==> src/rtl/rand_seq_buf_pkg.sv <==
// Shared types and defaults for the random target-sequence buffer.
package rand_seq_pkg;

  localparam int SEQ_WIDTH = 4;
  localparam int SEQ_DEPTH = 8;
  localparam int SEQ_RANGE = 9;

  typedef enum logic [1:0] {
    IDLE  = 2'd0,
    FILL  = 2'd1,
    DRAIN = 2'd2
  } rand_seq_state_e;

  // Requested lengths above the buffer depth are cut down to the depth.
  function automatic logic [3:0] clamp_len(input logic [3:0] len, input int depth);
    if (int'(len) > depth) return 4'(depth);
    return len;
  endfunction

endpackage

==> src/rtl/rand_seq_buf_if.sv <==
// Output stream of the sequence buffer: valid/ready handshake plus data.
interface rand_seq_buf_if
  import rand_seq_pkg::*;
#(
  parameter int WIDTH = SEQ_WIDTH
);
  logic             out_valid;
  logic             out_ready;
  logic [WIDTH-1:0] out_data;

  modport master (output out_valid, output out_data, input out_ready);
  modport slave  (input out_valid, input out_data, output out_ready);
endinterface

==> src/rtl/rand_seq_buf_seq_fifo.sv <==
// Synchronous FIFO holding one target sequence. clr empties it in one
// edge; a push while full and a pop while empty are dropped.
module seq_fifo
  import rand_seq_pkg::*;
#(
  parameter int WIDTH = SEQ_WIDTH,
  parameter int DEPTH = SEQ_DEPTH,
  localparam int CW = $clog2(DEPTH + 1),
  localparam int AW = (DEPTH > 1) ? $clog2(DEPTH) : 1
) (
  input  logic             clk,
  input  logic             rst_n,
  input  logic             clr,
  input  logic             push,
  input  logic [WIDTH-1:0] din,
  input  logic             pop,
  output logic [WIDTH-1:0] dout,
  output logic [CW-1:0]    count
);

  logic [WIDTH-1:0] mem [DEPTH];
  logic [AW-1:0]    wr_ptr;
  logic [AW-1:0]    rd_ptr;
  logic [CW-1:0]    cnt;
  logic             full;
  logic             empty;
  logic             do_push;
  logic             do_pop;

  function automatic logic [AW-1:0] ptr_inc(input logic [AW-1:0] p);
    if (p == AW'(DEPTH - 1)) return '0;
    return p + 1'b1;
  endfunction

  assign full    = (cnt == CW'(DEPTH));
  assign empty   = (cnt == '0);
  assign do_push = push && !full;
  assign do_pop  = pop && !empty;
  assign dout    = mem[rd_ptr];
  assign count   = cnt;

  // Pointer and occupancy bookkeeping; clear has priority over traffic.
  always_ff @(posedge clk) begin
    if (!rst_n || clr) begin
      wr_ptr <= '0;
      rd_ptr <= '0;
      cnt    <= '0;
    end else begin
      if (do_push) wr_ptr <= ptr_inc(wr_ptr);
      if (do_pop)  rd_ptr <= ptr_inc(rd_ptr);
      case ({do_push, do_pop})
        2'b10:   cnt <= cnt + 1'b1;
        2'b01:   cnt <= cnt - 1'b1;
        default: cnt <= cnt;
      endcase
    end
  end

  // Storage array; contents are don't-care until written.
  always_ff @(posedge clk) begin
    if (rst_n && !clr && do_push) mem[wr_ptr] <= din;
  end

endmodule

==> src/rtl/rand_seq_buf.sv <==
// Builds a sequence of random grid targets from an upstream LFSR and plays
// it out over a valid/ready stream.
// Optional feature: define RAND_SEQ_NO_REPEAT_EN to reject a value equal to
// the previously accepted entry of the same sequence.
//
// state | meaning
// IDLE  | waiting for a start with non-zero length
// FILL  | sampling rand_val, storing accepted values until target reached
// DRAIN | presenting stored entries oldest-first until the buffer is empty
module rand_seq_buf
  import rand_seq_pkg::*;
#(
  parameter int WIDTH = SEQ_WIDTH,
  parameter int DEPTH = SEQ_DEPTH,
  parameter int RANGE = SEQ_RANGE
) (
  input  logic                  clk,
  input  logic                  rst_n,
  input  logic [WIDTH-1:0]      rand_val,
  input  logic                  start,
  input  logic [3:0]            seq_len,
  input  logic                  abort,
  rand_seq_buf_if.master        out_if,
  output logic                  busy,
  output logic [3:0]            count,
  output logic                  done
);

  localparam int CW = $clog2(DEPTH + 1);

  rand_seq_state_e  state;
  rand_seq_state_e  state_nxt;
  logic [3:0]       target_len;
  logic             done_q;
  logic [CW-1:0]    fifo_cnt;
  logic [3:0]       cnt4;
  logic [WIDTH-1:0] head;
  logic             start_ok;
  logic             eligible;
  logic             push;
  logic             pop;
  logic             clr;
  logic             valid_c;

  assign cnt4     = 4'(fifo_cnt);
  assign start_ok = start && (seq_len != 4'd0);

`ifdef RAND_SEQ_NO_REPEAT_EN
  logic [WIDTH-1:0] last_acc;
  logic             have_last;

  assign eligible = (32'(rand_val) < 32'(RANGE)) &&
                    (!have_last || (rand_val != last_acc));

  // Remember the last accepted value; forgotten whenever the buffer clears.
  always_ff @(posedge clk) begin
    if (!rst_n || clr) begin
      last_acc  <= '0;
      have_last <= 1'b0;
    end else if (push) begin
      last_acc  <= rand_val;
      have_last <= 1'b1;
    end
  end
`else
  assign eligible = (32'(rand_val) < 32'(RANGE));
`endif

  // State register.
  always_ff @(posedge clk) begin
    if (!rst_n) state <= IDLE;
    else        state <= state_nxt;
  end

  // Next-state decode; abort overrides everything except reset.
  always_comb begin
    state_nxt = state;
    if (abort) begin
      state_nxt = IDLE;
    end else begin
      case (state)
        IDLE:    if (start_ok) state_nxt = FILL;
        FILL:    if (cnt4 == target_len) state_nxt = DRAIN;
        DRAIN:   if (pop && (cnt4 == 4'd1)) state_nxt = IDLE;
        default: state_nxt = IDLE;
      endcase
    end
  end

  // Per-state control outputs to the FIFO and the stream.
  always_comb begin
    busy    = (state != IDLE);
    valid_c = (state == DRAIN) && (cnt4 != 4'd0);
    push    = (state == FILL) && !abort && eligible && (cnt4 < target_len);
    pop     = valid_c && out_if.out_ready && !abort;
    clr     = abort || ((state == IDLE) && start_ok);
  end

  // Target length capture and the one-cycle done pulse after the last pop.
  always_ff @(posedge clk) begin
    if (!rst_n) begin
      target_len <= 4'd0;
      done_q     <= 1'b0;
    end else begin
      done_q <= pop && (cnt4 == 4'd1);
      if (abort)                          target_len <= 4'd0;
      else if ((state == IDLE) && start_ok) target_len <= clamp_len(seq_len, DEPTH);
    end
  end

  seq_fifo #(
    .WIDTH (WIDTH),
    .DEPTH (DEPTH)
  ) u_fifo (
    .clk   (clk),
    .rst_n (rst_n),
    .clr   (clr),
    .push  (push),
    .din   (rand_val),
    .pop   (pop),
    .dout  (head),
    .count (fifo_cnt)
  );

  assign out_if.out_valid = valid_c;
  assign out_if.out_data  = valid_c ? head : '0;
  assign count            = cnt4;
  assign done             = done_q;

endmodule
==> src/flat_wrapper.sv <==
// flat-port wrapper written by rule: the top's interface ports become plain ports
module rand_seq_buf_flat import rand_seq_pkg::*;
#(
  parameter int WIDTH = SEQ_WIDTH,
  parameter int DEPTH = SEQ_DEPTH,
  parameter int RANGE = SEQ_RANGE
)
  (clk, rst_n, rand_val, start, seq_len, abort, busy, count, done, out_if_out_valid, out_if_out_data, out_if_out_ready);
  rand_seq_buf_if #(.WIDTH(WIDTH)) out_if_i ();
  input  logic clk;
  input  logic rst_n;
  input  logic [WIDTH-1:0] rand_val;
  input  logic start;
  input  logic [3:0] seq_len;
  input  logic abort;
  output logic busy;
  output logic [3:0] count;
  output logic done;
  output wire logic [$bits(out_if_i.out_valid)-1:0] out_if_out_valid;
  output wire logic [$bits(out_if_i.out_data)-1:0] out_if_out_data;
  input wire logic [$bits(out_if_i.out_ready)-1:0] out_if_out_ready;
  assign out_if_out_valid = out_if_i.out_valid;
  assign out_if_out_data = out_if_i.out_data;
  assign out_if_i.out_ready = out_if_out_ready;
  rand_seq_buf #(.WIDTH(WIDTH), .DEPTH(DEPTH), .RANGE(RANGE)) u_core (.clk(clk), .rst_n(rst_n), .rand_val(rand_val), .start(start), .seq_len(seq_len), .abort(abort), .out_if(out_if_i), .busy(busy), .count(count), .done(done));
endmodule
==> config.mk <==
export PLATFORM = sky130hd
export DESIGN_NAME = rand_seq_buf_flat
export DESIGN_NICKNAME = d
export VERILOG_FILES = /design/src/rtl/rand_seq_buf_pkg.sv /design/src/rtl/rand_seq_buf_if.sv /design/src/rtl/rand_seq_buf_seq_fifo.sv /design/src/rtl/rand_seq_buf.sv /design/src/flat_wrapper.sv
export SDC_FILE = /design/constraint.sdc
export NUM_CORES = 1
export LEC_CHECK = 0
export ABC_AREA = 1
export BUFFER_PORTS_ARGS = -buffer_cell sky130_fd_sc_hd__buf_2
export CAP_MARGIN = 25
export CORE_ASPECT_RATIO = 0.75
export CORE_MARGIN = 3
export CORE_UTILIZATION = 58
export DETAILED_ROUTE_END_ITERATION = 8
export PLACE_DENSITY = 0.78
export SYNTH_ARGS = -nofsm -noshare
export SYNTH_HDL_FRONTEND = slang
export SYNTH_HIERARCHICAL = 1
export SYNTH_SLANG_ARGS = --single-unit
==> constraint.sdc <==
create_clock -name clk -period 3.3 [get_ports clk]
set_clock_uncertainty 0.05 [all_clocks]
set_input_delay 0.33 -clock clk [delete_from_list [all_inputs] [get_ports clk]]
set_output_delay 0.33 -clock clk [all_outputs]
set_load 0.02 [all_outputs]
== Word level (Yosys, flattened, before mapping) ==
Memory sizes are Yosys's and may differ from the RTL's. A register that Yosys moved wholly into a read port is not among the register bits.
Cells that the tools add are included.

* Add/sub/neg operators: 4
* Order comparisons: 3
* Equality and inequality tests: 12
* Multiplexer cells: 26
* Bitwise logic cells: 1
* Reduce and logical (&&, ||, !) cells: 28

{| class="wikitable"
|+ Operators by type and width
! kind !! count
|-
| $mux 3 || 6
|-
| $logic_and 1x1->1 || 13
|-
| $mux 1 || 12
|-
| $mux 4 || 3
|-
| $pmux 4 s2 || 1
|-
| $reduce_bool 4->1 || 2
|-
| $add 3x1->3 const B || 2
|-
| $eq 3x3->1 const B || 2
|-
| $mux 2 || 3
|-
| $ne 2x1->1 const B || 3
|-
| $pmux 2 s3 || 1
|-
| $logic_not 1->1 || 5
|-
| $add 4x1->4 const B || 1
|-
| $eq 2x1->1 const B || 2
|-
| $eq 2x2->1 const B || 2
|-
| $eq 4x1->1 const B || 1
|-
| $eq 4x4->1 || 1
|-
| $eq 4x4->1 const B || 1
|-
| $gt 4x4->1 const B || 1
|-
| $logic_not 4->1 || 1
|-
| $lt 4x4->1 || 1
|-
| $lt 4x4->1 const B || 1
|-
| $reduce_bool 2->1 || 2
|-
| $sub 4x1->4 const B || 1
|-
| other kinds (5) || 6
|}

* Register bits: 17
* Memory bits (writable): 32
* Bits of input ports: 13
* Output and inout bits: 11
* Logic and storage cells: 81
* Memories: 1

{| class="wikitable"
|+ Memories
! memory !! words !! width !! rd ports !! clocked after Yosys merged registers in !! write ports !! RTL line !! source
|-
| u_core.u_fifo.mem || 8 || 4 || 1 || 1 || 1 || rand_seq_buf_seq_fifo.sv:21 || <nowiki>logic [WIDTH-1:0] mem [DEPTH];</nowiki>
|}

== Depth between registers and ports, before layout ==
Gate-level depths: netlist (run 1).

* Depth in word-level cells: 10
* Mapped depth: 17
* Depth with buffers taken out: 17

== Modules after synthesis ==
Netlist (run 1), hierarchy kept.

{| class="wikitable"
|+ By module, submodules not included
! module !! times used !! cells each !! area each (µm²)
|-
| seq_fifo || 1 || 185 || 1971.9
|-
| rand_seq_buf || 1 || 82 || 506.7
|}

== Worst setup path after synthesis (run 1) ==
No wires, ideal clock.

* Path kind: register to register
* Start point: register u_core.u_fifo.cnt[1], in the netlist u_core/u_fifo/count[1]
* End point: register u_core.u_fifo.cnt[2], in the netlist u_core/u_fifo/count[2]
* Data arrival time: 2.276 ns
* Slack: 0.859 ns
* Cell stages (with the launch flop): 14
* Cell sequence: dfxtp_1 -> ha_1 -> a21oi_1 -> o21ai_0 -> nor2_1 -> nand2_4 -> ha_1 -> nor2_1 -> nor2_2 -> ha_1 -> a21oi_1 -> xnor2_1 -> o21ai_0 -> inv_1

{| class="wikitable"
|+ RTL lines
! element !! RTL line !! source
|-
| from (decl) || rand_seq_buf_seq_fifo.sv:24 || <nowiki>logic [CW-1:0] cnt;</nowiki>
|-
| from (signal assigned) || rand_seq_buf_seq_fifo.sv:52 || <nowiki>2'b10: cnt <= cnt + 1'b1;</nowiki>
|-
| from (signal assigned) || rand_seq_buf_seq_fifo.sv:53 || <nowiki>2'b01: cnt <= cnt - 1'b1;</nowiki>
|-
| from (signal assigned) || rand_seq_buf_seq_fifo.sv:54 || <nowiki>default: cnt <= cnt;</nowiki>
|-
| $lt 4x4->1 (*) || rand_seq_buf.sv:94 || <nowiki>push = (state == FILL) && !abort && eligible && (cnt4 < target_len);</nowiki>
|-
| $logic_and 1x1->1 (*) || rand_seq_buf.sv:94 ||
|-
| via u_core.push || rand_seq_buf.sv:40 || <nowiki>logic push;</nowiki>
|-
| $logic_and 1x1->1 (*) || rand_seq_buf_seq_fifo.sv:37 || <nowiki>assign do_push = push && !full;</nowiki>
|-
| $eq 2x1->1 or $eq 2x2->1 (tied branches) || rand_seq_buf_seq_fifo.sv:51 || <nowiki>case ({do_push, do_pop})</nowiki>
|-
| $pmux 4 s2 or $reduce_bool 2->1 (tied branches) || - ||
|}

Mark *: on every way through the listed nets, which the timed path passes. The rest lies on a longest branch.
A chain may end at the register's enable or synchronous reset.

==> impl_metrics.csv, run 1 <==
group,metric,value,unit
run_status,outcome,"completed",
timing,max_freq,393,MHz
setup_path,cp.arrival,2.16,ns
grt,first_global_vias,1692,
cells_and_area,antennaDiodeCount,0,
floorplan,fp.dieH,62.6,µm
logic_synthesis,synth_fa_ha_area_share,5.55,%
power,ir_worst_vdd,0.377,mV
floorplan,design.portCount,24,
grt,grtUsageTotal,20.7,%
drt,routed_via_density,5.43,
drt,routedWlPerCell,14.1,µm
logic_synthesis,synth_top_family_by_area,"simple AND/OR/NAND/NOR gates",
logic_synthesis,xor_xnor_share_of_the_synthesized_area,1.06,%
setup_path,regToRegStartpoint,"u_core/u_fifo/count[3]$_SDFFE_PP0P_",
setup_path,max_stage_delay,0.77,ns
setup_path,timing.critical_path.fanout_max,17,
placed_design,dpl.hpwl,3570,µm
grt,grt_first_pass_wirelength,8070,µm
timing,final.period_utilization,77.1,%
timing,worstMarginPinSlew,0.681,ns
clocking,htree_levels,2,
placed_design,gp_routability_congestion,0.850,
cells_and_area,syn2layout_area_growth,9.44,%
worst_hold_path,worst_hold_path.num_cells,3,
worst_hold_path,hold_path_startpoint,"rst_n",
drt,dr.pass1.iters,6,
clocking,clock_tree.root_cell,"sky130_fd_sc_hd__clkbuf_8",
cells_and_area,layout-drive-gt1-share,14.6,%
floorplan,std_cell_rows,19,
timing,final_hold_viol_count,0,
worst_hold_path,worstHoldPathType,"input pin to flip-flop",
clocking,clock_latency_of_the_later_clocked_register_in_the_worst_skew_pair,0.30,ns
floorplan,die-width,81.5,µm
drt,first_iter_violations,244,
setup_path,cp.required,2.92,ns
floorplan,coreArea,3870,µm²
power,leakage,1.12,nW
logic_synthesis,post_synth_inst_count,267,
logic_synthesis,yosysWarnings,6,
clocking,post_cts_resized,0,
timing,final-max-slew-violation-count,0,
timing,slew-limit-headroom,54.5,%
placed_design,cell_area_after_placement,2620,µm²
placed_design,buffer_ports.inserted,23,
cells_and_area,fin_area,2710,µm²
clocking,cts_max_path_buffers,2,
cells_and_area,layout.cells.most_common,"sky130_fd_sc_hd__nor2_1",
logic_synthesis,synth.yosys.seq_area_share,54.9,%
clocking,cts_buffers,5,
timing,rsz_0062_raised_after_global_routing,"false",
clocking,clkSinkCount,52,
grt,grt_max_degree,19,
timing,setup_viol_count_final,0,
clocking,cts_setup_buffers,0,
logic_synthesis,syn_nets,291,
timing,totalNegativeSetupSlack,0,ns
flow_run,max-cap-violations,0,
setup_path,start_kind,"flip-flop",
logic_synthesis,postSynthRegisterBits,52,
cells_and_area,finalNetCount,317,
timing,layout_min_cycle_time,2.54,ns
cells_and_area,mostFrequentLayoutCells,"sky130_fd_sc_hd__nor2_1 (46), sky130_fd_sc_hd__nand2_1 (40), sky130_fd_sc_hd__inv_1 (35), sky130_fd_sc_hd__edfxtp_1 (32), sky130_fd_sc_hd__o21ai_0 (24)",
grt,antenna_found_initial,0,
clocking,ctsHoldBuffers,0,
power,power_density,411,nW/µm²
logic_synthesis,synth_compound_gate_area_share,9.79,%
logic_synthesis,synth_cell_types,26,
cells_and_area,layout.filler_cells,301,
logic_synthesis,post_synth_instance_area,2480,µm²
floorplan,initial_utilization,64.0,%
drt,remaining_drc_errors,0,
grt,overflow_left_after_global_routing,0,
drt,postRouteWirelength,4860,µm
drt,route.vias.total,1880,
setup_path,crit_path_cell_trace,"inv_2 > o21ai_0 > o21ai_0 > nand2_1 > nand2_1 > inv_1 > nor2_1 > buf_2",
floorplan,die_area,5100,µm²
setup_path,r2r_depth,13,
logic_synthesis,synth_simple_gate_area_share,19.8,%
setup_path,critical_path.slowest_cell,"sky130_fd_sc_hd__dfxtp_1",
setup_path,timing.setup.critical_path_class,"flip-flop to output port",
logic_synthesis,syn_avg_cell_area,9.28,µm²
power,post-layout-total-power,1.11,mW
clocking,clkSlewWorstSetupHoldPaths,0.10,ns
drt,postRouteAntennaNets,0,
clocking,cts_tree,"built",
setup_path,setup.worst_path.end_class,"output port",
logic_synthesis,fraction_of_synthesized_area_in_multiplexers,1.62,%
==> state kept, by name, indices dropped and copies added (netlist names), named ones only <==
signal,flops
u_core/u_fifo/count,4
u_core/target_len,4
u_core/done,1
u_core/u_fifo/mem,32
u_core/u_fifo/rd_ptr,3
u_core/state,2
u_core/u_fifo/wr_ptr,3
==> Yosys cell counts <==
cell | instances | area [µm²]
sky130_fd_sc_hd__nor2_1 | 46 | 173
sky130_fd_sc_hd__nand2_1 | 40 | 150
sky130_fd_sc_hd__inv_1 | 35 | 131
sky130_fd_sc_hd__edfxtp_1 | 32 | 961
sky130_fd_sc_hd__o21ai_0 | 24 | 120
sky130_fd_sc_hd__dfxtp_1 | 20 | 400
sky130_fd_sc_hd__a21oi_1 | 15 | 75.1
sky130_fd_sc_hd__ha_1 | 11 | 138
sky130_fd_sc_hd__nand3_1 | 7 | 35.0
sky130_fd_sc_hd__mux2i_1 | 4 | 40.0
sky130_fd_sc_hd__nand2_2 | 4 | 25.0
sky130_fd_sc_hd__nand4_1 | 4 | 25.0
sky130_fd_sc_hd__o22ai_1 | 4 | 25.0
sky130_fd_sc_hd__buf_6 | 3 | 33.8
sky130_fd_sc_hd__nor2_4 | 3 | 33.8
sky130_fd_sc_hd__inv_2 | 2 | 7.51
sky130_fd_sc_hd__nand2_4 | 2 | 22.5
sky130_fd_sc_hd__nand3b_1 | 2 | 15.0
sky130_fd_sc_hd__xnor2_1 | 2 | 17.5
sky130_fd_sc_hd__buf_4 | 1 | 7.51
sky130_fd_sc_hd__nor2_2 | 1 | 6.26
sky130_fd_sc_hd__nor3_1 | 1 | 5.00
sky130_fd_sc_hd__o211a_1 | 1 | 10.0
sky130_fd_sc_hd__o21ai_1 | 1 | 5.00
sky130_fd_sc_hd__o31ai_1 | 1 | 7.51
sky130_fd_sc_hd__xor2_1 | 1 | 8.76
==> final timing paths <==
path	to	slack (ns)
min reg2reg	u_core/target_len[3]$_SDFFE_PP0P_	0.41
max reg2reg	u_core/u_fifo/count[2]$_SDFFE_PP0P_	0.79
max	out_if_out_data[0]	0.76
min	u_core/done$_SDFF_PN0_	0.23
==> layout make-up <==
| class | count | area [µm²] | area share (%) |
|---|---|---|---|
| sequential | 52 | 1360 | 50.2 |
| multi-input combinational | 174 | 937 | 34.5 |
| inverter | 37 | 139 | 5.12 |
| timing repair buffer | 23 | 115 | 4.24 |
| clock buffer | 5 | 68.8 | 2.54 |
| tap | 52 | 65.1 | 2.40 |
| clock inverter | 3 | 26.3 | 0.969 |
==> where the power goes <==
part / switching (mW) / internal (mW) / total, mW
Clock: 0.222 / 0.156 / 0.379
Combinational: 0.0302 / 0.0145 / 0.0447
Sequential: 0.00106 / 0.690 / 0.691
==> metal layers <==
layer,vias up,global-route usage [%],share of wire (%)
met5,-,0,0
met4,0,5.91,0.90
met3,6,5.19,9.3
li1,933,-,-
met2,81,26.9,41
met1,860,33.3,49
==> per-stage QoR <==
| stage | instances | util [%] | setup slack [ns] | hold slack, ns |
|---|---|---|---|---|
| global placement | 338 | 67.5 | 0.858 | 0.403 |
| global route | 346 | 70.0 | 0.537 | 0.236 |
| floorplan | 267 | - | 0.859 | 0.379 |
| detailed placement | 338 | 67.5 | 0.818 | 0.406 |
| finish | 346 | 70.0 | 0.756 | 0.232 |
| CTS | 346 | 70.0 | 0.792 | 0.219 |
==> logic make-up after synthesis <==
logic type               after synthesis
multiplexers                           4
XOR/XNOR                               3
flip-flops                            52
AO/OA/AOI/OAI                         46
adder cells (fa/ha/maj)               11
AND/OR/NAND/NOR                      110
buffers and inverters                 41
==> worst max-delay path, delay by kind of cell, from the launching register on <==
kind / cells / cell delay (ns)
flip-flops: 1 / 0.77
AND/OR/NAND/NOR: 3 / 0.19
AO/OA/AOI/OAI: 2 / 0.41
buffers and inverters: 3 / 0.47
No activity file was read; power rests on OpenSTA's default activity.
==> run 2, diff against run 1 <==
- clock period: 3.3 -> 2.4 ns (I/O delays scaled with it)
==> impl_metrics.csv, run 2 (synthesis results as in run 1) <==
group,metric,value,unit
setup_path,cp.required,2.32,ns
cells_and_area,final_core_utilization,72.8,%
timing,totalNegativeSetupSlack,0,ns
timing,slew-limit-headroom,68.6,%
setup_path,timing.setup.critical_path_class,"flip-flop to flip-flop",
power,power_density,539,nW/µm²
timing,worstMarginPinSlew,0.470,ns
clocking,clock_tree.root_cell,"sky130_fd_sc_hd__clkbuf_8",
timing,final-max-slew-violation-count,0,
cells_and_area,layout-drive-gt1-share,20.3,%
drt,routedWlPerCell,13.9,µm
floorplan,std_cell_rows,19,
drt,routed_via_density,5.31,
floorplan,initial_utilization,64.0,%
placed_design,dpl.hpwl,3680,µm
drt,route.vias.total,1896,
cells_and_area,syn2layout_area_growth,13.8,%
floorplan,die_area,5100,µm²
placed_design,cell_area_after_placement,2700,µm²
cells_and_area,largest_reg_flops,32,
clocking,ctsHoldBuffers,0,
timing,worst_hold_slack_across_all_endpoints,0.132,ns
floorplan,fp.dieH,62.6,µm
timing,max_freq,446,MHz
drt,dr.pass1.iters,5,
setup_path,critical_path.top_delay_family,"simple AND/OR/NAND/NOR gates",
floorplan,coreArea,3870,µm²
drt,postRouteWirelength,4970,µm
placed_design,gp_routability_congestion,0.859,
grt,grt_first_pass_wirelength,8340,µm
power,leakage,1.18,nW
placed_design,buffer_ports.inserted,23,
timing,rsz_0062_raised_after_global_routing,"true",
grt,overflow_left_after_global_routing,0,
drt,postRouteAntennaNets,0,
clocking,cts_max_path_buffers,2,
setup_path,timing.critical_path.buf_inv,1,
cells_and_area,regMostFlops,"u_core/u_fifo/mem",
timing,setup_viol_count_final,0,
timing,final.period_utilization,93.5,%
setup_path,timing.critical_path.fanout_max,7,
power,ir_worst_vdd,0.441,mV
setup_path,setup.worst_path.end_class,"flip-flop",
clocking,clkSinkCount,52,
floorplan,design.portCount,24,
drt,first_iter_violations,232,
flow_run,max-cap-violations,0,
clocking,clkSlewWorstSetupHoldPaths,0.10,ns
clocking,htree_levels,2,
timing,final_hold_viol_count,0,
cells_and_area,antennaDiodeCount,0,
clocking,cts_setup_buffers,0,
clocking,cts_tree,"built",
grt,grtUsageTotal,21.3,%
drt,remaining_drc_errors,0,
setup_path,critical_path.slowest_cell,"sky130_fd_sc_hd__dfxtp_4",
setup_path,start_kind,"flip-flop",
clocking,clock_latency_of_the_later_clocked_register_in_the_worst_skew_pair,0.30,ns
grt,first_global_vias,1775,
setup_path,max_stage_delay,0.39,ns
cells_and_area,mostFrequentLayoutCells,"sky130_fd_sc_hd__nor2_1 (44), sky130_fd_sc_hd__nand2_1 (40), sky130_fd_sc_hd__inv_1 (35), sky130_fd_sc_hd__edfxtp_1 (32)",
run_status,outcome,"completed",
cells_and_area,fin_area,2820,µm²
clocking,post_cts_resized,0,
cells_and_area,layout.cells.most_common,"sky130_fd_sc_hd__nor2_1",
timing,layout_min_cycle_time,2.24,ns
clocking,cts_buffers,5,
setup_path,critPathMostFrequentCell,"sky130_fd_sc_hd__nor2_1",
placed_design,dp.cells,349,
grt,antenna_found_initial,0,
cells_and_area,number_of_standard_cells_in_the_layout_taps_in_and_fillers_out,357,
setup_path,cp.arrival,2.16,ns
worst_hold_path,worstHoldPathType,"input pin to flip-flop",
floorplan,die-width,81.5,µm
cells_and_area,finalNetCount,328,
grt,grt_max_degree,19,
setup_path,crit_path_cell_trace,"ha_1 > a21oi_1 > o21ai_0 > nor2_1 > nand2_4 > buf_4 > nor2_4 > nand2_2 > nor2_1",
run 2: where the power goes:
part           total (mW)  switching (mW)  internal, mW  leakage, nW
clock network       0.506           0.294         0.213       0.0487
registers           0.949         0.00159         0.947        0.451
logic              0.0644          0.0427        0.0216        0.682
total                1.52           0.338          1.18         1.18
run 2: stage by stage:
step	setup WS [ns]	power, mW
finish	0.157	1.52
global route	-0.0225	1.58
CTS	0.0553	1.53
detailed placement	0.0694	1.03
global placement	0.141	1.03
floorplan	0.0608	1.00
run 2: worst register-to-register path: cells and delay by family (launching register included):
kind                       cells  cell delay, ns
buffers and inverters          1            0.17
AOI/OAI and AO/OA              2            0.22
adders and majority gates      1            0.32
and+or+nand+nor                5            0.78
DFF                            1            0.39
run 2: worst paths after layout:
path | end | depth (start not counted) | slack (ns) | from
worst max-delay path | u_core/u_fifo/mem[5][1]$_DFFE_PP_ | 9 | 0.16 | u_core/u_fifo/count[3]$_SDFFE_PP0P_
worst max register to register | u_core/u_fifo/mem[5][1]$_DFFE_PP_ | 9 | 0.16 | u_core/u_fifo/count[3]$_SDFFE_PP0P_
worst min-delay path | u_core/done$_SDFF_PN0_ | 3 | 0.13 | rst_n
worst min register to register | u_core/target_len[2]$_SDFFE_PP0P_ | 2 | 0.42 | u_core/target_len[2]$_SDFFE_PP0P_
run 2: area by class of cell:
cell class | instances | area, µm²
clock buffer | 5 | 68.8
clock inverter | 3 | 26.3
fill | 308 | 1050
inverter | 37 | 139
multi-input combinational | 174 | 956
sequential | 52 | 1370
tap | 52 | 65.1
timing repair buffer | 34 | 198
run 2: metal layers:
| layer | global-route usage, % | part of all wire [%] |
|---|---|---|
| met1 | 32.7 | 49 |
| met2 | 28.6 | 41 |
| met3 | 6.77 | 9.8 |
| met4 | 5.49 | 0.68 |
| met5 | 0 | 0 |
==> run 3, diff against run 2 <==
--- a/config.mk
+++ b/config.mk
@@ -14,4 +14,5 @@
 export DETAILED_ROUTE_END_ITERATION = 8
 export PLACE_DENSITY = 0.78
+export RECOVER_POWER = 100
 export SYNTH_ARGS = -nofsm -noshare
 export SYNTH_HDL_FRONTEND = slang
==> constraint.sdc (replaced) <==
create_clock -name clk -period 2.4 [get_ports clk]
set_clock_uncertainty 0.05 [all_clocks]
set_input_delay 0.36 -clock clk [delete_from_list [all_inputs] [get_ports clk]]
set_output_delay 0.36 -clock clk [all_outputs]
set_load 0.02 [all_outputs]
==> impl_metrics.csv, run 3 (synthesis results as in run 1) <==
group,metric,value,unit
run_status,outcome,"completed",
drt,route.vias.total,1923,
setup_path,cp.arrival,2.23,ns
timing,totalNegativeSetupSlack,0,ns
setup_path,critical_path.top_delay_family,"simple AND/OR/NAND/NOR gates",
grt,grt_max_degree,19,
grt,antenna_found_initial,0,
setup_path,timing.critical_path.fanout_max,7,
setup_path,r2r_depth,9,
setup_path,cp.required,2.33,ns
floorplan,die_area,5100,µm²
timing,slew-limit-headroom,70.3,%
cells_and_area,layout.filler_cells,307,
timing,layout_setup_ws,0.101,ns
timing,final-max-slew-violation-count,0,
drt,remaining_drc_errors,0,
cells_and_area,number_of_standard_cells_in_the_layout_taps_in_and_fillers_out,364,
cells_and_area,layout-drive-gt1-share,15.1,%
cells_and_area,syn2layout_area_growth,13.7,%
timing,setup_viol_count_final,0,
setup_path,crit_path_cell_trace,"ha_1 > a21oi_1 > o21ai_0 > nor2_1 > nand2_4 > buf_4 > nor2_4 > nand2_2 > nor2_1",
timing,max_freq,435,MHz
setup_path,timing.setup.critical_path_class,"flip-flop to flip-flop",
setup_path,start_kind,"flip-flop",
drt,routed_via_density,5.28,
placed_design,dp_worst_setup_slack,0.0353,ns
cells_and_area,layout.cells.most_common,"sky130_fd_sc_hd__nor2_1",
setup_path,worst_setup_path_startpoint,"u_core/u_fifo/count[3]$_SDFFE_PP0P_",
drt,routedWlPerCell,14.0,µm
timing,layout_min_cycle_time,2.30,ns
setup_path,stages_on_worst_setup_path,9,
floorplan,coreArea,3870,µm²
clocking,clock_latency_of_the_later_clocked_register_in_the_worst_skew_pair,0.31,ns
cells_and_area,finalNetCount,335,
flow_run,max-cap-violations,0,
setup_path,critPathMostFrequentCell,"sky130_fd_sc_hd__nor2_1",
timing,worstMarginPinSlew,0.445,ns
floorplan,fp.dieH,62.6,µm
drt,dr.pass1.iters,4,
cells_and_area,antennaDiodeCount,0,
setup_path,setup.worst_path.end_class,"flip-flop",
setup_path,timing.critical_path.buf_inv,1,
timing,final_hold_viol_count,0,
placed_design,dpl.hpwl,3880,µm
placed_design,dp.cells,356,
clocking,cts_max_path_buffers,2,
clocking,cts_tree,"built",
grt,grt_first_pass_wirelength,8330,µm
setup_path,regToRegStartpoint,"u_core/u_fifo/count[3]$_SDFFE_PP0P_",
floorplan,initial_utilization,64.0,%
worst_hold_path,hold_path_startpoint,"rst_n",
clocking,htree_levels,2,
floorplan,std_cell_rows,19,
cells_and_area,final_core_utilization,72.7,%
cells_and_area,regMostFlops,"u_core/u_fifo/mem",
cells_and_area,mostFrequentLayoutCells,"sky130_fd_sc_hd__nor2_1 (46), sky130_fd_sc_hd__nand2_1 (42), sky130_fd_sc_hd__inv_1 (36), sky130_fd_sc_hd__edfxtp_1 (32), sky130_fd_sc_hd__o21ai_0 (24)",
clocking,clkSinkCount,52,
floorplan,design.portCount,24,
timing,worst_hold_slack_across_all_endpoints,0.232,ns
worst_hold_path,worst_hold_path.num_cells,3,
timing,final.period_utilization,95.8,%
setup_path,max_stage_delay,0.38,ns
clocking,clock_tree.root_cell,"sky130_fd_sc_hd__clkbuf_8",
drt,postRouteWirelength,5090,µm
grt,overflow_left_after_global_routing,0,
power,power_density,547,nW/µm²
power,leakage,1.15,nW
floorplan,die-width,81.5,µm
placed_design,buffer_ports.inserted,23,
drt,first_iter_violations,167,
cells_and_area,largest_reg_flops,32,
power,ir_worst_vdd,0.437,mV
grt,grtUsageTotal,21.6,%
setup_path,critical_path.slowest_cell,"sky130_fd_sc_hd__dfxtp_4",
clocking,cts_buffers,5,
grt,first_global_vias,1689,
drt,postRouteAntennaNets,0,
placed_design,gp_routability_congestion,0.855,
clocking,clkSlewWorstSetupHoldPaths,0.10,ns
worst_hold_path,worstHoldPathType,"input pin to flip-flop",
[run 3: cell count changes in the layout (fill, tap and decap cells not counted), moves of 2 or more]
cell,change
sky130_fd_sc_hd__nand2_2,-2
sky130_fd_sc_hd__nand2_1,+2
sky130_fd_sc_hd__nor2_1,+2
sky130_fd_sc_hd__buf_4,-3
sky130_fd_sc_hd__clkbuf_1,+16
sky130_fd_sc_hd__buf_2,-13
sky130_fd_sc_hd__clkbuf_2,+5
sky130_fd_sc_hd__clkinv_4,-2
[run 3: area by class of cell]
class | instances | area (µm²) | share of cell area, %
Timing Repair Buffer | 41 | 223 | 7.90
Tap cell | 52 | 65.1 | 2.31
Clock inverter | 3 | 25.0 | 0.888
Multi-Input combinational cell | 174 | 930 | 33.0
Inverter | 37 | 139 | 4.93
Clock buffer | 5 | 68.8 | 2.44
Sequential cell | 52 | 1370 | 48.6
[run 3: final timing paths]
check | endpoint | slack [ns]
setup / recovery | u_core/u_fifo/mem[4][2]$_DFFE_PP_ | 0.10
hold reg to reg | u_core/target_len[2]$_SDFFE_PP0P_ | 0.43
setup reg to reg | u_core/u_fifo/mem[4][2]$_DFFE_PP_ | 0.10
hold / removal | u_core/done$_SDFF_PN0_ | 0.23
[run 3: worst reg2reg max path, cell delays in order (launching register included)]
cell and delay, ns:
sky130_fd_sc_hd__dfxtp_4 0.38, sky130_fd_sc_hd__ha_1 0.32, sky130_fd_sc_hd__a21oi_1 0.15, sky130_fd_sc_hd__o21ai_0 0.09, sky130_fd_sc_hd__nor2_1 0.21, sky130_fd_sc_hd__nand2_4 0.07, sky130_fd_sc_hd__buf_4 0.17, sky130_fd_sc_hd__nor2_4 0.12
sky130_fd_sc_hd__nand2_2 0.09, sky130_fd_sc_hd__nor2_1 0.33
[run 3: routing by layer]
metal / up-vias / track usage [%] / share of wire, %
li1: 969 / - / -
met2: 72 / 30.9 / 42
met1: 876 / 32.8 / 50
met5: - / 0 / 0
met3: 6 / 5.19 / 7.1
met4: 0 / 5.06 / 1.0
[run 3: stage by stage]
| step | power (mW) | area (µm²) |
|---|---|---|
| after floorplan | 1.00 | 2480 |
| after CTS | 1.55 | 2860 |
| after global placement | 1.04 | 2770 |
| after detailed placement | 1.04 | 2770 |
| after global routing | 1.60 | 2820 |
| final | 1.54 | 2820 |
[run 3: what timing repair did]
item,4_1_cts,5_1_grt
setup endpoints to repair,0,6
hold buffers,0,0
buffers inserted,0,0
resized for setup,0,6
[run 3: power breakdown]
| part | internal, mW | total [mW] | leakage, nW | switching [mW] |
|---|---|---|---|---|
| clock | 0.213 | 0.530 | 0.0452 | 0.317 |
| combinational | 0.0202 | 0.0628 | 0.655 | 0.0426 |
| sequential | 0.947 | 0.949 | 0.451 | 0.00147 |
| total | 1.18 | 1.54 | 1.15 | 0.361 |
